===== src/rtl/reg_write_scoreboard.sv =====
// reg_write_scoreboard: per-register pending-write / pending-load counters answering ID-stage hazard queries.
// Define SCOREBOARD_ERR_CHK_EN to add the sticky protocol-error output err_sticky.
module reg_write_scoreboard #(
   parameter int NUM_REGS = 16,
   parameter int CNT_W    = 2,
   localparam int IW      = $clog2(NUM_REGS)
) (
   input  logic          clk,
   input  logic          rst,
   input  logic          forwarding_mode,
   input  logic [IW-1:0] src_1,
   input  logic [IW-1:0] src_2,
   input  logic          two_src,
   input  logic          issue_valid,
   input  logic          issue_wb_en,
   input  logic [IW-1:0] issue_dest,
   input  logic          issue_mem_read,
   output logic          issue_ready,
   input  logic          ldret_valid,
   input  logic [IW-1:0] ldret_dest,
   input  logic          retire_valid,
   input  logic [IW-1:0] retire_dest,
   output logic          busy_1,
   output logic          busy_2,
   output logic          hazard_detected
`ifdef SCOREBOARD_ERR_CHK_EN
   ,
   output logic          err_sticky
`endif
);
   localparam logic [CNT_W-1:0] MAX = '1;
   logic [CNT_W-1:0] pend_cnt [NUM_REGS];
   logic [CNT_W-1:0] load_cnt [NUM_REGS];
   logic [CNT_W-1:0] pend_nxt [NUM_REGS];
   logic [CNT_W-1:0] load_nxt [NUM_REGS];
   logic ret_hit, ld_hit, pend_ok, load_ok, accept;
   assign ret_hit = retire_valid && retire_dest == issue_dest;
   assign ld_hit  = ldret_valid && ldret_dest == issue_dest;
   assign pend_ok = pend_cnt[issue_dest] != MAX || ret_hit;
   // a same-cycle retire that would push load_cnt above pend_cnt also frees a load slot
   assign load_ok = !issue_mem_read || load_cnt[issue_dest] != MAX || ld_hit ||
                    (ret_hit && load_cnt[issue_dest] == pend_cnt[issue_dest]);
   assign issue_ready = !issue_wb_en || (pend_ok && load_ok);
   assign accept      = issue_valid && issue_wb_en && issue_ready;
   for (genvar r = 0; r < NUM_REGS; r++) begin : g_next
      logic p_inc, l_inc, p_dec, l_dec;
      logic [CNT_W:0] p_sum, l_sum;
      assign p_inc = accept && issue_dest == IW'(r);
      assign l_inc = p_inc && issue_mem_read;
      assign p_dec = retire_valid && retire_dest == IW'(r) && pend_cnt[r] != '0;
      assign l_dec = ldret_valid && ldret_dest == IW'(r) && load_cnt[r] != '0;
      assign p_sum = {1'b0, pend_cnt[r]} + {{CNT_W{1'b0}}, p_inc} - {{CNT_W{1'b0}}, p_dec};
      assign l_sum = {1'b0, load_cnt[r]} + {{CNT_W{1'b0}}, l_inc} - {{CNT_W{1'b0}}, l_dec};
      assign pend_nxt[r] = p_sum[CNT_W-1:0];
      // loads are a subset of pending writes, so clamp to keep load_cnt <= pend_cnt
      assign load_nxt[r] = l_sum > p_sum ? p_sum[CNT_W-1:0] : l_sum[CNT_W-1:0];
   end
   always_ff @(posedge clk or posedge rst)
      if (rst) begin
         for (int i = 0; i < NUM_REGS; i++) begin
            pend_cnt[i] <= '0;
            load_cnt[i] <= '0;
         end
      end else begin
         pend_cnt <= pend_nxt;
         load_cnt <= load_nxt;
      end
   assign busy_1 = (forwarding_mode ? load_cnt[src_1] : pend_cnt[src_1]) != '0;
   assign busy_2 = two_src && (forwarding_mode ? load_cnt[src_2] : pend_cnt[src_2]) != '0;
   assign hazard_detected = busy_1 || busy_2;
`ifdef SCOREBOARD_ERR_CHK_EN
   always_ff @(posedge clk or posedge rst)
      if (rst)
         err_sticky <= 1'b0;
      else if ((retire_valid && pend_cnt[retire_dest] == '0) ||
               (ldret_valid && load_cnt[ldret_dest] == '0) ||
               (issue_valid && issue_wb_en && !issue_ready))
         err_sticky <= 1'b1;
`endif
endmodule


===== config.mk =====
export PLATFORM = sky130hd
export DESIGN_NAME = reg_write_scoreboard
export DESIGN_NICKNAME = d
export VERILOG_FILES = /design/src/rtl/reg_write_scoreboard.sv
export SDC_FILE = /design/constraint.sdc
export NUM_CORES = 1
export LEC_CHECK = 0
export CAP_MARGIN = 20
export CORE_MARGIN = 2
export CORE_UTILIZATION = 48
export DETAILED_ROUTE_END_ITERATION = 6
export PLACE_DENSITY = 0.76
export REMOVE_ABC_BUFFERS = 1
export SLEW_MARGIN = 10
export SYNTH_ARGS = -nofsm -noshare
export SYNTH_HDL_FRONTEND = slang
export SYNTH_SLANG_ARGS = --single-unit

===== constraint.sdc =====
create_clock -name clk -period 7.05 [get_ports clk]
set_clock_uncertainty 0.15 [all_clocks]
set_input_delay 1.7625 -clock clk [delete_from_list [all_inputs] [get_ports clk]]
set_output_delay 1.7625 -clock clk [all_outputs]
set_load 0.1 [all_outputs]

==> out/qor.yml <==
h-tree-depth: 3
cts_sinks: 64
synth-seq-area-share_pct: 22.87
root_buffer: "clkbuf_16"
hold_buffers: 0
grt_overflow: 0
wl_per_cell_um: 17.24
rr_worst_depth: 17
intPower_mw: 1.918
hold_path_end: "pend_cnt[18]"
cap_violations: 0
clk_latency_ns: 0.35
drt_iter0_markers: 474
nFillCells: 1249
worst_hold_path.num_cells: 1
dpl_cell_area_sq_um: 7495
antenna_found_initial: 0
rsz0062_at_grt: "no"
final_nets: 954
place.gp.congestion: 0.9960
vias: 5562
synth-async-reset-ratio_pct: 100.0
p_total_mw: 3.502
outcome: "complete, no violations"
finalHoldViolCount: 0
comb_power_share_pct: 64.1
n_antenna_cell: 0
die_h_um: 124.8
syn_to_final_growth_pct: 11.31
synth-edff-count: 0
slew_violations: 0
yosys_register_bits: 64
finalWorstPathRequiredPeriod_ns: 6.459
drt_wl_total_mm: 16.72
cts_resized: 0
cts_made_buffers: 9
synth_warnings: 0
grt_pass1_wl_mm: 28.26
finalCritPeriodShare_pct: 91.61
tightest_slew_ns: 0.8718
synth_flop_cell: "dfrtp_1"
drive_gt1_share_pct: 9.160
power_density_nw_per_um2: 449.3
hold_class: "reg -> reg"
r2r_end: "load_cnt[19]"
die_area_sq_um: 15570
port_buffers: 32
drc: 0
pwr-share-seq_pct: 22.7
setup_viol: 0
p_leak_nw: 3.778
syn-cell-area_sq_um: 7003
end_kind: "output pin"
post-route-util_pct: 54.25
syn_area_per_cell_sq_um: 9.251
grt_usage_pct: 23.03
viasPerCell: 5.734
first_global_vias: 5679
start_kind: "primary input"
dp_hpwl_mm: 13.14
die_w_um: 124.8
dr.pass1.iters: 5
r2r_start: "pend_cnt[27]"
clk_pin_slew_ns: 0.05
p_clk_share_pct: 13.2
rows: 44
cts_buffer_depth: 2
num_io_pins: 33
slew_headroom_pct: 41.88
switchingPower_mw: 1.584
worst-path-max-fanout: 12
worstPathArrival_ns: 4.55
cts_tree: "yes"
r2r_setup_slack_ns: 2.43
maxClockFrequency_ghz: 0.1548
start_util_pct: 48.74
hp-start: "pend_cnt[18]"
post_cts_buffers: 0
ir_drop_mv: 0.1639
core-area_sq_um: 14370
syn_inst: 757
p_sw_share_pct: 45.23
drtAntennaViolNets: 0
path_class: "in -> out"
fin_area_sq_um: 7795
cp.required_ns: 5.14
grt_max_degree: 65
synth.distinct_cells: 48
[worst max-delay path: stages]
cell and delay (ns):
clkdlybuf4s50_1 0.71, nor2b_1 0.31, o211a_1 0.18, a2111oi_2 0.34, nand3_2 0.16, nor2_2 0.45, buf_4 0.26, or3b_1 0.18
buf_12 0.18
[registers in the layout, indices dropped and copies added (netlist names)]
| register | flops |
|---|---|
| load_cnt | 32 |
| pend_cnt | 32 |
[layer usage]
layer | track usage [%] | vias up | wire (um)
met5 | 0 | - | 0
met4 | 10.31 | 0 | 524
met3 | 4.682 | 41 | 1197
met2 | 36.45 | 224 | 7750
met1 | 30.54 | 2631 | 7251
li1 | - | 2666 | -
[worst max-delay path by stage]
| stage | start | end | slack, ns | depth (start not counted) |
|---|---|---|---|---|
| CTS | issue_dest[3] | issue_ready | 0.66 | 9 |
| global placement | issue_dest[3] | load_cnt[7] | 0.51 | 17 |
| floorplan | src_2[1] | hazard_detected | -0.42 | 5 |
| finish | issue_dest[3] | issue_ready | 0.59 | 9 |
| global route | issue_dest[3] | load_cnt[17] | 0.36 | 18 |
| detailed placement | issue_dest[3] | load_cnt[19] | 0.38 | 18 |
[cell type report]
cell class              count  area, sq um  share of cell area, %
multi-input cells         521         4712                  60.45
clock inverters             3        40.04                 0.5136
flip-flops and latches     64         1602                  20.55
repair buffers             43        417.9                  5.361
inverters                 142        533.0                  6.838
well taps                 184        230.2                  2.953
clock buffers              13        260.3                  3.339
[layout by cell type, fill, tap and decap left out, types with 6 or more instances in the layout]
cell	Yosys	final
a211oi_1	6	6
a21o_1	16	16
a21oi_1	20	20
a31oi_1	16	16
buf_4	1	13
clkbuf_16	0	9
clkdlybuf4s50_1	0	28
dfrtp_1	64	64
fa_1	32	32
ha_1	112	112
inv_1	142	141
mux2_2	16	16
mux4_2	16	16
nand2_1	44	44
nand3_1	14	14
nor2_1	38	38
nor2b_1	6	6
nor3_1	34	34
nor4_1	8	8
o2111ai_1	17	17
o211ai_1	20	20
o21ai_0	25	25
xnor2_1	25	25
xor2_1	15	15
[cells by family (layout without fill, tap and decap cells)]
kind of cell / count (synthesis) / count (layout) / synth area share [%]
xor+xnor: 40 / 40 / 5.003
fa+ha+maj: 144 / 144 / 29.16
mux: 36 / 36 / 8.290
buf+inv: 172 / 201 / 9.845
compound gates: 130 / 130 / 12.72
simple gates: 171 / 171 / 12.11
flops: 64 / 64 / 22.87
[cell usage after synthesis, types with 2 or more instances]
library cell  number  area (sq um)
a2111oi_2          2         30.03
a211oi_1           6         45.04
a21o_1            16         120.1
a21oi_1           20         100.1
a31oi_1           16         100.1
and3_1             5         31.28
buf_1              4         15.01
buf_2             14         70.07
buf_6              3         33.78
clkbuf_1           8         30.03
dfrtp_1           64          1602
fa_1              32         640.6
ha_1             112          1401
inv_1            142         533.0
mux2_2            16         180.2
mux2i_1            4         40.04
mux4_2            16         360.4
nand2_1           44         165.2
nand2b_1           5         31.28
nand3_1           14         70.07
nand3b_1           5         37.54
nor2_1            38         142.6
nor2b_1            6         37.54
nor3_1            34         170.2
nor3_2             2         20.02
nor4_1             8         50.05
o2111ai_1         17         148.9
o211ai_1          20         150.1
o21ai_0           25         125.1
o31ai_1            2         15.01
or3b_2             2         17.52
xnor2_1           25         219.0
xor2_1            15         131.4
[power groups by stage]
stage / Clock [mW] / Sequential (mW) / Combinational, mW
floorplan: 0 / 0.732 / 1.77
global placement: 0 / 0.785 / 2.14
detailed placement: 0 / 0.791 / 2.22
CTS: 0.471 / 0.791 / 2.25
global route: 0.485 / 0.822 / 2.58
finish: 0.462 / 0.794 / 2.25
[metrics by stage]
step           hold slack (ns)  setup WS, ns  instances  TNS [ns]
3_3_place_gp            0.4268        0.5061        954         0
4_1_cts                 0.4450        0.6626        970         0
2_1_floorplan           0.3904       -0.4211        727   -0.4211
3_5_place_dp            0.4326        0.3846        954         0
5_1_grt                 0.4764        0.3633        970         0
6_report                0.4465        0.5914        970         0
Power figures use the tool's default switching activity.
